## config.mk

```make
export PLATFORM = sky130hd
export DESIGN_NAME = lfsr_gen
export DESIGN_NICKNAME = d
export VERILOG_FILES = /design/src/rtl/lfsr_gen.sv
export SDC_FILE = /design/constraint.sdc
export NUM_CORES = 1
export LEC_CHECK = 0
export ABC_AREA = 1
export BUFFER_PORTS_ARGS = -buffer_cell sky130_fd_sc_hd__clkbuf_2
export CORE_MARGIN = 4
export CORE_UTILIZATION = 30
export CTS_CLUSTER_SIZE = 25
export DETAILED_ROUTE_END_ITERATION = 8
export GPL_ROUTABILITY_DRIVEN = 0
export HOLD_SLACK_MARGIN = 0.05
export SLEW_MARGIN = 20
export SYNTH_ARGS = -nofsm -noshare
export SYNTH_HDL_FRONTEND = slang
export SYNTH_SLANG_ARGS = --single-unit
```

## constraint.sdc

```tcl
create_clock -name clk -period 3 [get_ports clk]
set_clock_uncertainty 0.15 [all_clocks]
set_input_delay 0.6 -clock clk [delete_from_list [all_inputs] [get_ports clk]]
set_output_delay 0.6 -clock clk [all_outputs]
set_load 0.05 [all_outputs]
```

## src/rtl/lfsr_gen.sv

```systemverilog
// Parametrised Fibonacci LFSR with seed load, zero-seed protection and an optional
// period monitor, built only when LFSR_PERIOD_MON_EN is defined.
module lfsr_gen #(
  parameter int unsigned WIDTH    = 16,
  parameter logic [31:0] TAP_MASK = 32'h0
) (
  input  logic             clk,
  input  logic             reset,
  input  logic             en,
  input  logic             load,
  input  logic [WIDTH-1:0] seed,
  output logic [WIDTH-1:0] state,
  output logic             zero_fixed,
  output logic [WIDTH-1:0] period,
  output logic             period_valid,
  output logic             maximal,
  output logic             timeout
);

  // Maximal-length taps, bit i = state bit i
  function automatic logic [31:0] max_taps(input int unsigned w);
    logic [31:0] m;
    case (w)
      4:       m = 32'h0000_000C;
      5:       m = 32'h0000_0014;
      6:       m = 32'h0000_0030;
      7:       m = 32'h0000_0060;
      8:       m = 32'h0000_00B8;
      9:       m = 32'h0000_0110;
      10:      m = 32'h0000_0240;
      11:      m = 32'h0000_0500;
      12:      m = 32'h0000_0829;
      13:      m = 32'h0000_100D;
      14:      m = 32'h0000_2015;
      15:      m = 32'h0000_6000;
      16:      m = 32'h0000_D008;
      17:      m = 32'h0001_2000;
      18:      m = 32'h0002_0400;
      19:      m = 32'h0004_0023;
      20:      m = 32'h0009_0000;
      21:      m = 32'h0014_0000;
      22:      m = 32'h0030_0000;
      23:      m = 32'h0042_0000;
      24:      m = 32'h00E1_0000;
      25:      m = 32'h0120_0000;
      26:      m = 32'h0200_0023;
      27:      m = 32'h0400_0013;
      28:      m = 32'h0900_0000;
      29:      m = 32'h1400_0000;
      30:      m = 32'h2000_0029;
      31:      m = 32'h4800_0000;
      32:      m = 32'h8020_0003;
      default: m = 32'h0;
    endcase
    return m;
  endfunction

  localparam logic [31:0]      MaskFull = (TAP_MASK != 32'h0) ? TAP_MASK : max_taps(WIDTH);
  localparam logic [WIDTH-1:0] Mask     = MaskFull[WIDTH-1:0];
  localparam logic [WIDTH-1:0] One      = {{(WIDTH-1){1'b0}}, 1'b1};
  localparam logic [WIDTH-1:0] AllOnes  = '1;

  if (WIDTH < 4 || WIDTH > 32) begin : g_width_err
    $error("lfsr_gen: WIDTH must be within 4..32");
  end
  if ((TAP_MASK >> WIDTH) != 32'h0) begin : g_mask_err
    $error("lfsr_gen: TAP_MASK has bits set at or above WIDTH");
  end

  logic [WIDTH-1:0] state_q;
  logic [WIDTH-1:0] step_val;
  logic [WIDTH-1:0] load_val;
  logic             seed_zero;
  logic             zero_fixed_q;

  assign seed_zero = (seed == '0);
  assign load_val  = seed_zero ? One : seed;
  assign step_val  = {state_q[WIDTH-2:0], ^(state_q & Mask)};

  always_ff @(posedge clk or posedge reset) begin
    if (reset) begin
      state_q      <= One;
      zero_fixed_q <= 1'b0;
    end else begin
      zero_fixed_q <= load & seed_zero;
      if (load) begin
        state_q <= load_val;
      end else if (en) begin
        state_q <= step_val;
      end
    end
  end

  assign state      = state_q;
  assign zero_fixed = zero_fixed_q;

`ifdef LFSR_PERIOD_MON_EN
  typedef enum logic [1:0] {StMeasure, StDone, StTimeout} mon_st_e;

  mon_st_e          mon_st_q;
  logic [WIDTH-1:0] start_q;
  logic [WIDTH-1:0] count_q;
  logic [WIDTH-1:0] period_q;
  logic [WIDTH-1:0] count_inc;
  logic             period_valid_q;
  logic             maximal_q;
  logic             timeout_q;

  assign count_inc = count_q + One;

  // Done and Timeout are sticky until the next load or reset
  always_ff @(posedge clk or posedge reset) begin
    if (reset) begin
      mon_st_q       <= StMeasure;
      start_q        <= One;
      count_q        <= '0;
      period_q       <= '0;
      period_valid_q <= 1'b0;
      maximal_q      <= 1'b0;
      timeout_q      <= 1'b0;
    end else if (load) begin
      mon_st_q       <= StMeasure;
      start_q        <= load_val;
      count_q        <= '0;
      period_valid_q <= 1'b0;
      maximal_q      <= 1'b0;
      timeout_q      <= 1'b0;
    end else if (en && mon_st_q == StMeasure) begin
      count_q <= count_inc;
      if (step_val == start_q) begin
        period_q       <= count_inc;
        period_valid_q <= 1'b1;
        maximal_q      <= (count_inc == AllOnes);
        mon_st_q       <= StDone;
      end else if (count_inc == AllOnes) begin
        timeout_q <= 1'b1;
        mon_st_q  <= StTimeout;
      end
    end
  end

  assign period       = period_q;
  assign period_valid = period_valid_q;
  assign maximal      = maximal_q;
  assign timeout      = timeout_q;
`else
  assign period       = '0;
  assign period_valid = 1'b0;
  assign maximal      = 1'b0;
  assign timeout      = 1'b0;
`endif

endmodule
```

==> flow_summary.ini <==
[run_status]
outcome = finished, final reports clean

[clock_tree]
holdBufCountCts = 0
cts_tree = done
clk_path_buf_depth = 2
cts_max_level = 1
root_buffer = clkbuf_8
post-cts-setup-buffers = 0
numCtsBuffers = 3
clk_pin_slew_ps = 70
clock-sinks = 17
cts_resized = 0
clk_latency_ps = 250

[sta]
slew_violations = 0
rsz0062_at_grt = no
min_period_ps = 1810
max_freq_ghz = 0.554
tns_ps = 0
hold_violations = 0
min_period_over_period = 0.602
timing_worst_slew_pin_value_ps = 668
setup_viol_count_final = 0
relSlewSlack = 0.554

[placed_design]
placed_area_um2 = 1260
dp.cells = 223
io_buffers = 36
hpwl_um = 2020

[yosys]
ys_types = 21
ys_seq_elements = 17
synthCells = 145
syn_area_um2 = 1150
synth_seq_area_share = 0.370
syn_area_per_cell_um2 = 7.96
synth_warnings = 0

[drt]
via_count = 926
ant_nets = 0
avgViaCountPerCell = 4.08
wl_per_cell_um = 11.2
drt_iter0_drc = 33
wl_um = 2530
first_pass_iters = 4
drc = 0

[power_and_ir_drop]
ir_worst_vdd_v = 0.000186
power_density_nw_per_um2 = 546
p_leak_nw = 0.669

[finish]
post-route-cell-area_um2 = 1310
n_antenna_cell = 0
layout_commonest_cell = clkbuf_2
area_growth_pct = 13.6
finalNonFillerCells = 227
drive_gt1_frac = 0.352
fin_nets = 200
final_cell_mix = clkbuf_2 (36), nand2_1 (29), nor2_1 (21), conb_1 (19), dfrtp_1 (16)

[floorplan]
die_w_um = 70.0
io_pins = 56
rows = 22
coreArea_um2 = 3690
start_util = 0.313
dieArea_um2 = 4900
die_h_um = 70.0

[setup_path]
critical_path_class = flip-flop to primary output
path_buf_inv = 1
cp.depth = 1
cpPeakStageDelay_ps = 540
cp_max_fo = 2
cp.required_ps = 2250
end_kind = primary output
worst_path_max_delay_cell = dfstp_2
reg2reg_depth = 6
arrival_ps = 1060
path_cells = clkbuf_2
cp-start-kind = flip-flop
worst_path_dominant_cell_family = flip-flops

[global_route]
first_global_vias = 823
grt_pass1_wl_um = 4040
grt_max_degree = 20
gr-usage-all-layers = 0.100
antenna_found_initial = 0
grt.overflow.total = 0

[run]
maxCapViolations = 0

[min_path]
min_path_type = input port to asynchronous set/reset pin
==> path summary, 6_finish.rpt <==
path                                      startpoint               endpoint  slack, ps
worst min-delay path                           reset   state[7]$_DFFE_PP0P_        270
worst max register to register  state[3]$_DFFE_PP0P_   state[0]$_DFFE_PP1P_       1870
worst min register to register  state[6]$_DFFE_PP0P_   state[6]$_DFFE_PP0P_        420
max in group asynchronous                      reset  state[12]$_DFFE_PP0P_       2000
worst max-delay path            state[0]$_DFFE_PP1P_               state[0]       1190
min in group clk                state[6]$_DFFE_PP0P_   state[6]$_DFFE_PP0P_        420
==> cell families after synthesis <==
family          Yosys count  synth area share
simple gates             66             0.256
buf+inv                  33             0.206
compound gates           28             0.165
flops                    17             0.370
other cells               1           0.00325
==> Yosys cell counts <==
cell / instances / area [µm²]
a31oi_4: 1 / 21.3
inv_1: 7 / 26.3
conb_1: 1 / 3.75
o21ai_1: 10 / 50.1
nor2_2: 9 / 56.3
o21ai_0: 3 / 15.0
buf_12: 1 / 20.0
dfrtp_1: 16 / 400
inv_2: 1 / 3.75
nand3_1: 3 / 15.0
nand2_1: 29 / 109
nor3_1: 2 / 10.0
a21oi_2: 9 / 78.8
buf_4: 22 / 165
nor2_1: 21 / 78.8
dfstp_2: 1 / 26.3
nand2_8: 1 / 20.0
inv_8: 1 / 11.3
buf_6: 1 / 11.3
a21oi_1: 5 / 25.0
nand2_2: 1 / 6.26
==> area by class of cell <==
cell class	count	area [µm²]
repair buffers	36	180
well taps	48	60.1
flip-flops and latches	17	427
multi-input cells	113	557
fillers	408	2380
clock buffers	4	45.0
inverters	9	41.3
==> flip-flops by register name, summed over array words and instances, names as in the netlist <==
name	cells
state	16
zero_fixed	1
==> through the flow <==
stage	utilization	power, W	worst slack (ps)	hold slack, ps
floorplan	-	0.000517	1580	375
global placement	0.343	0.000548	1270	411
detailed placement	0.343	0.000550	1250	402
CTS	0.355	0.000720	1190	294
global route	0.355	0.000749	1160	328
finish	0.355	0.000715	1190	269
==> metal layers <==
metal,vias to the layer above,global-route usage,part of all wire
li1,491,-,-
met1,412,0.130,0.44
met2,21,0.167,0.51
met3,2,0.0230,0.046
met4,0,0.0255,0.0047
met5,-,0,0
==> report_power, final <==
group | leakage [nW] | internal (W) | switching [W]
clock network | 0.0228 | 0.0000941 | 0.0000775
registers | 0.202 | 0.000254 | 0.0000264
logic | 0.444 | 0.0000562 | 0.000207
Note: power is estimated with default switching activity, not from simulation.
